==> config.mk <==
export PLATFORM = sky130hd
export DESIGN_NAME = instruction_cache
export DESIGN_NICKNAME = d
export VERILOG_FILES = /design/src/rtl/instruction_cache.sv
export SDC_FILE = /design/constraint.sdc
export NUM_CORES = 1
export LEC_CHECK = 0
export BUFFER_PORTS_ARGS = -buffer_cell sky130_fd_sc_hd__buf_2
export CORE_ASPECT_RATIO = 0.6
export CORE_MARGIN = 1.5
export CORE_UTILIZATION = 45
export CTS_BUF_LIST = sky130_fd_sc_hd__clkbuf_4 sky130_fd_sc_hd__clkbuf_8
export CTS_CLUSTER_SIZE = 12
export DETAILED_ROUTE_END_ITERATION = 16
export SLEW_MARGIN = 40
export SYNTH_ARGS = -nofsm -noshare
export SYNTH_HDL_FRONTEND = slang
export SYNTH_SLANG_ARGS = --single-unit
export TNS_END_PERCENT = 50
==> constraint.sdc <==
create_clock -name clock -period 29.3 [get_ports clock]
set_input_delay 4.395 -clock clock [delete_from_list [all_inputs] [get_ports clock]]
set_output_delay 4.395 -clock clock [all_outputs]
set_load 0.01 [all_outputs]
==> src/rtl/instruction_cache.sv <==
// Direct-mapped instruction cache: 8 lines of 16 bytes, zero-cycle hits, and
// a single-block refill driven by a three-state FSM (IDLE/MEM_READ/UPDATE).
module instruction_cache (
  input  logic         clock,
  input  logic         reset,
  input  logic         read,
  input  logic [9:0]   address,
  output logic [31:0]  readinst,
  output logic         busywait,
  output logic         mem_read,
  output logic [5:0]   mem_address,
  input  logic [127:0] mem_readinst,
  input  logic         mem_busywait
);

  localparam logic [1:0] IDLE     = 2'd0;
  localparam logic [1:0] MEM_READ = 2'd1;
  localparam logic [1:0] UPDATE   = 2'd2;

  logic [1:0]   state_q, state_d;
  logic [7:0]   valid_q;
  logic [2:0]   tag_q  [8];
  logic [127:0] data_q [8];
  logic [5:0]   refill_q;
  logic [127:0] blk_q;
  logic [31:0]  readinst_q;

  logic [2:0]   idx, tag;
  logic [1:0]   woff;
  logic [127:0] line;
  logic [31:0]  word;
  logic         hit, miss;
  logic         unused_byte_off;

  assign idx  = address[6:4];
  assign tag  = address[9:7];
  assign woff = address[3:2];
  assign unused_byte_off = ^address[1:0];

  assign line = data_q[idx];
  assign word = line[{woff, 5'b0} +: 32];
  assign hit  = (state_q == IDLE) && read && valid_q[idx] && (tag_q[idx] == tag);
  assign miss = (state_q == IDLE) && read && !hit;

  always_comb begin
    state_d = state_q;
    case (state_q)
      IDLE:     if (miss) state_d = MEM_READ;
      MEM_READ: if (!mem_busywait) state_d = UPDATE;
      UPDATE:   state_d = IDLE;
      default:  state_d = IDLE;
    endcase
  end

  assign busywait    = (state_q != IDLE) || miss;
  assign readinst    = hit ? word : readinst_q;
  assign mem_read    = (state_q == MEM_READ);
  // Refill register only moves on a miss, so it also holds mem_address in IDLE.
  assign mem_address = refill_q;

  always_ff @(posedge clock) begin
    if (reset) begin
      state_q    <= IDLE;
      valid_q    <= '0;
      refill_q   <= '0;
      readinst_q <= '0;
    end else begin
      state_q <= state_d;
      if (hit)  readinst_q <= word;
      if (miss) refill_q   <= address[9:4];
      if (state_q == UPDATE) valid_q[refill_q[2:0]] <= 1'b1;
    end
  end

  // Block, tag and data are written in one edge so a line is never half-valid.
  always_ff @(posedge clock) begin
    if (state_q == MEM_READ && !mem_busywait) blk_q <= mem_readinst;
    if (!reset && state_q == UPDATE) begin
      tag_q[refill_q[2:0]]  <= refill_q[5:3];
      data_q[refill_q[2:0]] <= blk_q;
    end
  end

endmodule

**After elaboration in Yosys (flattened, before gate mapping)**

Memory sizes are Yosys's and may differ from the RTL's.
Cells that the tools add are included.

- Bits in registers: 176
- Latch bits: 0
- Bits in writable memories: 1048
- Memory bits (read-only): 0
- Output and inout port bits: 40
- Word-level logic and storage cells: 41
- Memories kept: 2

Memory list:

| name | words | bits a word | read ports | clocked after memory_dff | write ports | RTL line | RTL |
|---|---|---|---|---|---|---|---|
| data_q | 8 | 128 | 1 | 0 | 1 | 23 | `logic [127:0] data_q [8];` |
| tag_q | 8 | 3 | 1 | 0 | 1 | 22 | `logic [2:0] tag_q [8];` |

- $add $sub $neg: 0
- Multiply operators: 0
- Div/mod/pow operators: 0
- Order comparisons: 3
- Equality and inequality tests: 5
- Shift-type cells: 1
- Mux-type cells: 10
- Bitwise operators: 1
- Reductions and logical operators: 14

Operators with widths:

| operator | number |
|---|---|
| 128-bit by 8-bit variable part select with 32-bit output | 1 |
| 32-bit two-way mux | 1 |
| 3-bit by 4-bit < comparator with 1-bit output (second input constant) | 2 |
| 8-bit bitwise OR | 1 |
| 1-bit logical AND | 7 |
| 1-bit two-way mux | 4 |
| 2-bit two-way mux | 2 |
| 2-bit inequality test (second input constant) | 2 |
| 2-bit one-hot mux with 2 select lines | 1 |
| 1-bit binary-select mux with 3-bit select | 1 |
| 1-bit demux with 3-bit select | 1 |
| 3-bit equality test | 1 |
| 3-bit by 1-bit >= comparator with 1-bit output (second input constant) | 1 |
| 1-bit logical NOT | 3 |
| 2-bit by 1-bit equality test with 1-bit output (second input constant) | 1 |
| 2-bit equality test (second input constant) | 1 |
| 2-bit logical NOT | 1 |
| 2-bit AND reduction | 1 |
| 2-bit nonzero test | 1 |
| 1-bit logical OR | 1 |

**Depth between registers and ports, before layout**

- Word-level depth: 8
- Mapped depth: 11

**Worst setup path after synthesis**

Ideal clock, no wire load.

- Path kind: in2reg
- Start: input reset
- End: memory data_q[1][0], enable pin
- Arrival: 13.756 ns
- Required time: 28.516 ns
- Setup slack: 14.760 ns
- Cell stages on the path: 4
- Cell sequence: clkbuf_1 -> nor2_1 -> nand3_1 -> nor3_1

- Word-level cells in the longest chain between the ends: 4

Ends and longest elaborated chain:

| item | RTL line | RTL |
|---|---|---|
| from (decl) | 5 | `input logic reset,` |
| 1-bit logical NOT | 78 | `if (!reset && state_q == UPDATE) begin` |
| 1-bit logical AND | 78 |  |
| 1-bit two-way mux | 78 |  |
| 1-bit two-way mux (implied by the code) | 80 | `data_q[refill_q[2:0]] <= blk_q;` |
| to (decl) | 23 |  |

Every way passes these cells.

**Worst setup path after layout**

- Start: input address[6]
- End: output readinst[18]

- Word-level cells in the longest chain between the ends: 5

Ends and longest elaborated chain:

| item | RTL line | RTL |
|---|---|---|
| from (decl) | 7 | `input logic [9:0] address,` |
| parallel branches: the longest is 4 deep, another holds memory 8 x 128 bit | n/a |  |
| 32-bit two-way mux * | 56 | `assign readinst = hit ? word : readinst_q;` |
| to (decl) | 8 | `output logic [31:0] readinst,` |

Mark *: on every way between the ends. The select of a mux whose other input is x is not followed.

==> results.ini <==
[worst_setup_path]
critPathKind=input port to output port
cp.arrival_ns=8.01
worstPathRequired_ns=24.90
worstSetupStartpointType=input port
cp_max_fo=71
ff2ff_setup_slack_ns=25.89
end_kind=output port

[global_route]
grt_pass1_wl_um=140000
antenna_found_initial=8
grt_max_degree=75
grt_pass1_vias=21390
gr-total-overflow=0
track_usage_pct=18.4

[cells_and_area]
drive_gt1_share_pct=37.0
post-route-util_pct=51.7
fill_cells=7863
stdcell_count=3646
multi_input_area_sq_um=9030
regArea_sq_um=36300
area_delta_synth_final_pct=13.6
layout.nets=2308

[sta]
fmax_mhz=80.6
final-setup-viol-count=0
whs_ns=0.449
skew_ns=0.0277
hold_violations=0
period_minus_slack_ns=12.41
fin_setup_tns_ns=0
max-slew-margin-rel_pct=43.6
final_max_slew_viol_count=0
period_share_pct=42.3
rsz0062_at_grt=no
worstMarginPinSlew_ns=0.846

[yosys]
synth_edf_count=1176
netlist_area_sq_um=45800
postSynthCellCount=1864
yosysUniqueCellTypes=28
yosys_warnings=0
synth-main-ff-cell=edfxtp_1
ys_ff_latch=1224
synthTopCellsByArea=edfxtp_1 77%, mux4_2 14%, mux2i_1 2.5%, dfxtp_1 2.1%, mux2_2 1.4%
synthArstFlopShare_pct=0
syn_area_per_cell_sq_um=24.5
yosysTopAreaCell=edfxtp_1
ys_top_cells_by_count=1,176 x edfxtp_1, 283 x mux4_2, 116 x mux2i_1, 57 x mux2_2, 48 x dfxtp_1
ys_seq_area_share_pct=79.3
yosysTopAreaCellShare_pct=77.2
yosysMostFrequentCell=edfxtp_1
syn_nets=2006

[die]
die_area_sq_um=104000
start_util_pct=45.5
core_area_sq_um=101000
dieHeight_um=250
rows=90
die_w_um=415
ioPinCount=182

[route]
routed.top_layer=met5
wire_per_inst_um=25.6
viasPerCell=5.41
ant_nets=0
drc=0
wl_um=93200
drt-met1-wl_um=40500
drt_iter0_drc=1361
met2_wirelength_um=47200
vias=19741
met3_length_um=4000
firstDrtPassIters=5

[power]
peakVddDrop_mv=0.0420
power_density_nw_per_um2=65.1
p_leak_nw=17.1

[clocking]
htree_levels=4
worstSkewPairLatency_ns=0.82
cts.repair.resized=0
cts.sinks=1224
cts_root_buf=clkbuf_8
holdBufCountCts=0
post_cts_buffers=0
ctsLongestPathBuffers=3
cts_tree=done
clkSlewWorstSetupHoldPaths_ns=0.06
numCtsBuffers=172

[placed_design]
place.detailed.hpwl_um=48800
portBuffers=179
globalplace.congestion=0.697
dp.cells=3325

[flow_run]
maxCapViolations=0

[worst_hold_path]
min_path_type=register to register

[run_status]
status=complete, no violations

## path summary, 6_finish.rpt
kind,from,end,depth (start not counted)
worst max-delay path,address[6],readinst[18],8
worst min-delay path,valid_q[4]$_SDFFE_PP0N_,valid_q[4]$_SDFFE_PP0N_,1
worst max register to register,state_q[0]$_SDFFE_PP0P_,data_q[2][67]$_DFFE_PP_,6
worst min register to register,valid_q[4]$_SDFFE_PP0N_,valid_q[4]$_SDFFE_PP0N_,1
## per-stage QoR
stage	instance area (sq um)	worst slack, ns	total power [W]
after floorplan	45800	14.76	0.00205
after global placement	48200	16.51	0.00209
after detailed placement	48500	16.79	0.00210
after CTS	52000	16.79	0.00343
after global routing	52000	16.67	0.00351
final	52000	16.89	0.00338
## metal layers
| metal | global-route usage (%) | vias to the layer above |
|---|---|---|
| met2 | 30.8 | 435 |
| met5 | 0 | - |
| met1 | 24.7 | 10614 |
| met3 | 3.54 | 135 |
| met4 | 5.34 | 4 |
| li1 | - | 8553 |
## flip-flops by register name, summed over array words and instances (netlist names)
signal	flops
blk_q	128
readinst_q	32
mem_address	6
state_q	2
data_q	1024
valid_q	8
tag_q	24
## cells in the final DEF, fill, tap and decap left out, types with 3 or more instances in the layout
cell type   count
xor2_1          3
buf_4          15
mux4_1         10
buf_12          8
a21o_1          8
clkbuf_8      195
edfxtp_1     1176
clkbuf_4       67
clkinv_2       11
diode_2         3
nor2_1          9
buf_6           7
nor2_4          7
mux2i_1       116
mux4_2        283
inv_1           3
clkinv_1       39
buf_16          9
dfxtp_1        48
nand2b_1        3
clkinvlp_4      3
mux2_4          6
buf_2         175
mux2_2         57
and2_1         32
## where the power goes
| part | leakage (nW) | total, W | internal, W | switching, W |
|---|---|---|---|---|
| clock | 1.84 | 0.00133 | 0.000705 | 0.000624 |
| sequential | 11.0 | 0.00193 | 0.00192 | 0.0000125 |
| combinational | 4.22 | 0.000125 | 0.0000618 | 0.0000630 |
## layout make-up
class                   count  share of cell area, %
diodes                      3                 0.0144
clock buffers             260                   6.08
clock inverters            57                  0.580
inverters                   4                 0.0337
multi-input cells         546                   17.4
flip-flops and latches   1224                   69.8
well taps                1334                   3.21
repair buffers            218                   2.95
## cells by family (layout without fill, tap and decap cells)
group	after synthesis	count (layout)	share of synthesized area (%)
simple gates	60	60	0.719
mux	472	472	18.6
flops	1224	1224	79.3
compound gates	11	11	0.189
other cells	0	3	0
xor+xnor	3	3	0.0574
buf+inv	94	539	1.12
## critical path, cell delays in order
cell and delay, ns:
clkbuf_8 0.50, buf_4 0.58, buf_4 0.71, mux4_2 0.43, mux4_2 0.51, mux2_2 0.27
mux2_2 0.31, buf_2 0.15
Note: power is estimated with default switching activity, not from simulation.
